**config.mk**
```make
export PLATFORM = sky130hd
export DESIGN_NAME = game_timer_lives
export DESIGN_NICKNAME = d
export VERILOG_FILES = /design/src/rtl/game_timer_lives.sv
export SDC_FILE = /design/constraint.sdc
export NUM_CORES = 1
export LEC_CHECK = 0
export ABC_AREA = 0
export CORE_ASPECT_RATIO = 0.6
export CORE_MARGIN = 4
export CORE_UTILIZATION = 33
export DETAILED_ROUTE_END_ITERATION = 8
export GPL_TIMING_DRIVEN = 1
export SLEW_MARGIN = 5
export SYNTH_ARGS = -nofsm -noshare
export SYNTH_HDL_FRONTEND = slang
export SYNTH_SLANG_ARGS = --single-unit
```
**constraint.sdc**
```tcl
create_clock -name CLK -period 2.14 [get_ports CLK]
set_input_delay 0.535 -clock CLK [delete_from_list [all_inputs] [get_ports CLK]]
set_output_delay 0.535 -clock CLK [all_outputs]
set_load 0.01 [all_outputs]
```
**src/rtl/game_timer_lives.sv**
```systemverilog
// Status datapath for the one-hot game FSM: death-delay counter (TC), lives
// bookkeeping (LIVES/LIFE), survival score and the death-flash bit.
module game_timer_lives #(
    parameter int NUM_LIVES  = 3,
    parameter int LIVES_W    = 2,
    parameter int DEAD_TICKS = 8,
    parameter int CNT_W      = 3,
    parameter int SCORE_W    = 8
) (
    input  logic               CLK,
    input  logic               RST,
    input  logic               TICK,
    input  logic               LOADLIFE,
    input  logic               RELOAD,
    input  logic               RESET,
    input  logic               DEAD,
    input  logic               GAME,
    input  logic               HALT,
    output logic               TC,
    output logic               LIFE,
    output logic [LIVES_W-1:0] LIVES,
    output logic [SCORE_W-1:0] SCORE,
    output logic               FLASH
);

    localparam logic [CNT_W-1:0]   CNT_LAST   = CNT_W'(DEAD_TICKS - 1);
    localparam logic [LIVES_W-1:0] LIVES_INIT = LIVES_W'(NUM_LIVES);
    localparam logic [LIVES_W-1:0] LIVES_ONE  = LIVES_W'(1);
    localparam logic [SCORE_W-1:0] SCORE_MAX  = '1;

    logic [CNT_W-1:0] cnt;

    // Any drop of DEAD restarts the delay, so TC only follows an unbroken run.
    always_ff @(posedge CLK) begin
        if (RST) begin
            cnt   <= '0;
            TC    <= 1'b0;
            FLASH <= 1'b0;
        end else if (!DEAD) begin
            cnt   <= '0;
            TC    <= 1'b0;
            FLASH <= 1'b0;
        end else if (TICK) begin
            FLASH <= ~FLASH;
            if (cnt == CNT_LAST) begin
                cnt <= '0;
                TC  <= 1'b1;
            end else begin
                cnt <= cnt + CNT_W'(1);
                TC  <= 1'b0;
            end
        end else begin
            TC <= 1'b0;
        end
    end

    // The last life is never spent here; the FSM ends the game via LIFE instead.
    always_ff @(posedge CLK) begin
        if (RST) begin
            LIVES <= LIVES_INIT;
        end else if (LOADLIFE) begin
            LIVES <= LIVES_INIT;
        end else if (RELOAD && (LIVES > LIVES_ONE)) begin
            LIVES <= LIVES - LIVES_ONE;
        end
    end

    assign LIFE = (LIVES == LIVES_ONE);

    always_ff @(posedge CLK) begin
        if (RST) begin
            SCORE <= '0;
        end else if (RESET || LOADLIFE) begin
            SCORE <= '0;
        end else if (TICK && GAME && !HALT && (SCORE != SCORE_MAX)) begin
            SCORE <= SCORE + SCORE_W'(1);
        end
    end

endmodule

```
==> results of run 1 <==
## registers in the layout (all words and copies together) (netlist names)
signal	cells
LIVES	2
cnt	3
SCORE	8
FLASH	1
TC	1
## path summary, 6_finish.rpt
check / from / endpoint / slack (ns) / cells after the start
max: LIVES[0]$_SDFFE_PP1P_ / LIFE / 0.23 / 2
min: cnt[1]$_SDFFE_PP0P_ / cnt[1]$_SDFFE_PP0P_ / 0.48 / 2
max reg2reg: SCORE[0]$_SDFFE_PP0P_ / SCORE[1]$_SDFFE_PP0P_ / 0.59 / 5
min reg2reg: cnt[1]$_SDFFE_PP0P_ / cnt[1]$_SDFFE_PP0P_ / 0.48 / 2
## logic make-up (layout without fill, tap and decap cells)
kind of cell               after synthesis  after routing  share of synthesized area (%)
muxes                                    3              3                           4.15
buffers and inverters                    5             30                           3.63
and+or+nand+nor                         35             35                           27.3
DFF                                     15             15                           41.5
adders and majority gates                4              4                           6.92
xor gates and xnor gates                 3              3                           3.63
AOI/OAI and AO/OA                       13             13                           12.8
## cells in the final DEF, fill, tap and decap left out
cell             count
clkdlybuf4s50_1     21
dfxtp_1             15
nor2_1              11
nand2_1              5
nor3_1               5
ha_1                 4
inv_1                3
mux2i_1              3
nand3b_1             3
a21oi_1              3
clkbuf_8             3
nand2b_1             2
xor2_1               2
o21ai_0              2
o21a_1               2
nand3_1              2
a211oi_1             2
buf_4                2
xnor2_1              1
nor3b_1              1
or3_1                1
and3b_4              1
nand4_4              1
nand4_1              1
nor2b_1              1
o31ai_1              1
or4_1                1
o2111a_1             1
a31o_2               1
o21ba_2              1
clkinv_2             1
## worst min-delay path, delay by kind of cell, from the launching register on
kind	cells	cell delay [ns]
and+or+nand+nor	1	0.06
AOI/OAI and AO/OA	1	0.05
DFF	1	0.31
## power breakdown
group	leakage (uW)	internal [uW]	switching, uW
registers	0.000121	283	3.51
clock network	0.0000255	129	96.1
logic	0.000237	30.0	18.7
total	0.000384	442	118
## metrics by stage
stage,instance area [um^2],setup slack [ns],total power [uW],hold slack [ns],util [%]
after floorplan,723,0.449,317,0.449,-
after global placement,968,0.0580,341,0.460,49.2
after detailed placement,968,0.0255,342,0.470,49.2
after CTS,1010,0.231,570,0.480,51.6
after global routing,1010,0.185,586,0.504,51.6
final,1010,0.234,560,0.477,51.6
## cell type report
class	instances	area, um^2
Clock buffer	3	41.3
Inverter	3	11.3
Clock inverter	1	5.00
Timing Repair Buffer	23	225
Multi-Input combinational cell	58	397
Fill cell	177	952
Sequential cell	15	300
Tap cell	28	35.0
## routing by layer
metal,vias up,global-route usage [%]
met4,0,5.93
met3,4,5.33
met5,-,0
met1,272,15.8
li1,327,-
met2,14,12.1
==> flow_metrics.tcl, run 1 <==
set metrics [dict create \
    status "complete, no violations" \
    globalplace.congestion 0.758 \
    maxSlewHeadroom_pct 73.9 \
    slowest_delay_ns 0.55 \
    yosys.cell_count.top_type "dfxtp_1" \
    route.met2.wl_um 590 \
    yosysTopAreaCellShare_pct 41.5 \
    setup_violations 0 \
    drtIter0Drc 33 \
    cts_buffer_depth 2 \
    wl_met1_um 799 \
    ctsHtreeMaxLevel 1 \
    num_vias 617 \
    drc 0 \
    worst_pin_slew_ns 0.387 \
    synth_top_area_cell "dfxtp_1" \
    antennaDiodeCount 0 \
    start_util_pct 36.8 \
    antenna_found_initial 0 \
    grt_max_degree 10 \
    synth_area_um2 723 \
    synth.area.top_cells "dfxtp_1, ha_1, nor2_1, mux2i_1, nor3_1" \
    die_width_um 68.4 \
    postSynthAreaPerCell_um2 9.27 \
    cp_num_buf_inv 1 \
    worstSetupPathType "reg -> out" \
    critical-path-top-delay-family "buffers and inverters" \
    via_per_inst 4.71 \
    routed.top_layer "met4" \
    async_reset_ff_share_pct 0 \
    area_growth_pct 40.3 \
    path_cells "ha_1 -> clkdlybuf4s50_1" \
    grt_pass1_wl_mm 2.31 \
    die_area_um2 3030 \
    clk_pin_slew_ns 0.06 \
    finClkSkew_ns 0.00146 \
    final.setup.tns_ns 0 \
    synth_common_cells "dfxtp_1, nor2_1, nand2_1, nor3_1, ha_1" \
    required_ns 1.60 \
    wl_per_cell_um 11.4 \
    dr_wl_met3_um 71 \
    portBuffers 21 \
    finalWirelength_mm 1.49 \
    rsz0062_at_grt "false" \
    finalCritPeriodShare_pct 89.1 \
    synth_warnings 0 \
    dr.pass1.iters 4 \
    slew_violations 0 \
    pin_count 22 \
    grt_pass1_vias 469 \
    synth_cell_types 29 \
    ir_worst_vdd_mv 0.248 \
    hold_viol_final 0 \
    worstPathArrival_ns 1.37 \
    synth_edf_count 0 \
    cp_slowest_cell "clkdlybuf4s50_1" \
    postCtsSetupRepairBufs 0 \
    cp_max_fo 3 \
    drive_gt1_share_pct 9.71 \
    layoutNonFillerInstCount 131 \
    nets 117 \
    cellPowerDensity_nw_per_um2 552 \
    cts_buffers 3 \
    syn_inst 78 \
    dp_hpwl_mm 1.19 \
    hp-class "reg -> reg" \
    start_kind "flip-flop" \
    cts-root-buf "clkbuf_8" \
    cts_tree "built" \
    postCtsHoldBufs 0 \
    seq_area_frac_synth_pct 41.5 \
    clock-sinks 15 \
    clk-insertion-delay-late_ns 0.25 \
    worst_setup_path_end_kind "primary output" \
    syn_nets 91 \
    layout_min_cycle_time_ns 1.91 \
    track_usage_pct 10.8 \
    cts_resized 0 \
    rows 12 \
    grt.overflow.total 0 \
    synth-main-ff-cell "dfxtp_1" \
    ant_nets 0 \
    p_leak_uw 0.000384 \
    fp.dieH_um 44.3 \
    fmax_ghz 0.525 \
    cap_violations 0 \
    core_um2 1970 \
    synth.ff_latch_count 15 \
    placed_cells 127 \
]
Power figures use the tool's default switching activity.
==> run 2, diff against run 1 <==
Settings changed: CORE_ASPECT_RATIO 0.6 to not set, CORE_UTILIZATION 33 to 40, CTS_CLUSTER_DIAMETER set to 150, HOLD_SLACK_MARGIN set to 0.1, PLACE_DENSITY set to 0.7.
==> run 2 against run 1 <==
- clock-buffer cell count is 1 higher
- utilization is 5.8 points higher
- global-route usage is 2.2 points higher
- total power is 12% lower
- sequential share of layout area is 0.71 points higher
- critical path type unchanged
- critical endpoint unchanged
==> flow_metrics.tcl, run 2 (same netlist as run 1, synthesis figures left out) <==
set metrics [dict create \
    status "complete, no violations" \
    via_per_inst 5.08 \
    worstPathArrival_ns 1.40 \
    clock-sinks 15 \
    p_leak_uw 0.000373 \
    cts_tree "built" \
    setup_violations 0 \
    grt_pass1_wl_mm 2.53 \
    die_width_um 50.5 \
    wl_per_cell_um 11.4 \
    core_um2 1730 \
    post-route-cell-area_um2 991 \
    ir_worst_vdd_mv 0.353 \
    required_ns 1.60 \
    cts-root-buf "clkbuf_4" \
    final.setup.tns_ns 0 \
    finalWirelength_mm 1.46 \
    start_util_pct 41.9 \
    rsz0062_at_grt "false" \
    final_cell_mix "clkdlybuf4s50_1, dfxtp_1, nor2_1, nand2_1, nor3_1" \
    start_kind "flip-flop" \
    cp_num_buf_inv 2 \
    slowest_delay_ns 0.55 \
    finClkSkew_ns 0.00380 \
    fmax_ghz 0.516 \
    placed_cells 124 \
    drive_gt1_share_pct 8.74 \
    final_common_cell "clkdlybuf4s50_1" \
    p_total_uw 496 \
    pin_count 22 \
    ctsHtreeMaxLevel 1 \
    clk_pin_slew_ns 0.09 \
    worst_pin_slew_ns 0.380 \
    biggestRegsByFlops "SCORE x8, cnt x3, LIVES x2" \
    dp_hpwl_mm 1.14 \
    area_growth_pct 37.0 \
    num_vias 650 \
    cts_buffers 3 \
    cellPowerDensity_nw_per_um2 500 \
    grt_pass1_vias 614 \
    globalplace.congestion 0.844 \
    postCtsSetupRepairBufs 0 \
    antenna_found_initial 0 \
    drtIter0Drc 18 \
    hold_viol_final 0 \
    finalCritPeriodShare_pct 90.6 \
    grt.overflow.total 0 \
    clk-insertion-delay-late_ns 0.28 \
    largest_register_ffs 8 \
    cp_max_fo 3 \
    antennaDiodeCount 0 \
    die_area_um2 2550 \
    rows 15 \
    portBuffers 21 \
    path_cells "inv_1 -> ha_1 -> clkdlybuf4s50_1" \
    critical-path-top-delay-family "buffers and inverters" \
    ant_nets 0 \
    worstSetupPathType "reg -> out" \
    grt_max_degree 10 \
    drc 0 \
    layout_min_cycle_time_ns 1.94 \
    slew_violations 0 \
    cts_buffer_depth 2 \
    track_usage_pct 13.0 \
    postCtsHoldBufs 0 \
    cap_violations 0 \
    cts_resized 0 \
    dpl-instance-area_um2 965 \
    nets 117 \
    largest-register "SCORE" \
    fp.dieH_um 50.5 \
    cp_slowest_cell "clkdlybuf4s50_1" \
    dr.pass1.iters 4 \
    worst_setup_path_end_kind "primary output" \
    maxSlewHeadroom_pct 74.4 \
    layoutNonFillerInstCount 128 \
    hp-class "reg -> reg" \
]
-- run 2: changes by cell type in the layout (fill, tap and decap cells not counted), sizes merged --
cell and delta:
clkbuf +1, clkinv -1
-- run 2: metrics by stage --
| stage | worst slack (ns) | utilization, % | hold WS, ns |
|---|---|---|---|
| after floorplan | 0.449 | - | 0.449 |
| after global routing | 0.0892 | 57.4 | 0.502 |
| after detailed placement | 0.0442 | 55.9 | 0.468 |
| after global placement | 0.0627 | 55.9 | 0.459 |
| after CTS | 0.182 | 57.4 | 0.483 |
| final | 0.202 | 57.4 | 0.481 |
-- run 2: layout make-up --
type	instances	area, um^2
Sequential cell	15	300
Inverter	3	11.3
Timing Repair Buffer	23	225
Fill cell	165	736
Tap cell	25	31.3
Multi-Input combinational cell	58	397
Clock buffer	4	26.3
-- run 2: report_power, final --
part	leakage [uW]	total, uW	switching (uW)	internal [uW]
combinational	0.000237	49.2	19.2	30.1
clock	0.0000150	161	88.3	72.2
sequential	0.000121	286	3.27	283
-- run 2: final timing paths --
check                              from               endpoint  slack [ns]  cells after the start
hold reg to reg     cnt[1]$_SDFFE_PP0P_    cnt[1]$_SDFFE_PP0P_        0.48                      2
hold / removal      cnt[1]$_SDFFE_PP0P_    cnt[1]$_SDFFE_PP0P_        0.48                      2
setup / recovery  LIVES[1]$_SDFFE_PP1P_                   LIFE        0.20                      3
setup reg to reg  SCORE[0]$_SDFFE_PP0P_  SCORE[1]$_SDFFE_PP0P_        0.61                      5
-- run 2: tightest hold or removal path, delay by kind of cell, from the launching register on --
kind | cells | cell delay, ns
and+or+nand+nor | 1 | 0.06
DFF | 1 | 0.32
AOI/OAI and AO/OA | 1 | 0.05
-- run 2: layer usage --
layer / wire [um] / GRT usage (%)
met2: 734 / 22.2
met4: 0 / 5.83
met5: 0 / 0
met3: 88 / 4.15
met1: 638 / 14.7
==> run 3, diff against run 2 <==
Settings changed: CAP_MARGIN set to 0, SKIP_CTS_REPAIR_TIMING set to 1.
==> results of run 3 <==
Same layout as run 2: the final DEF is identical, and so are final timing and power.
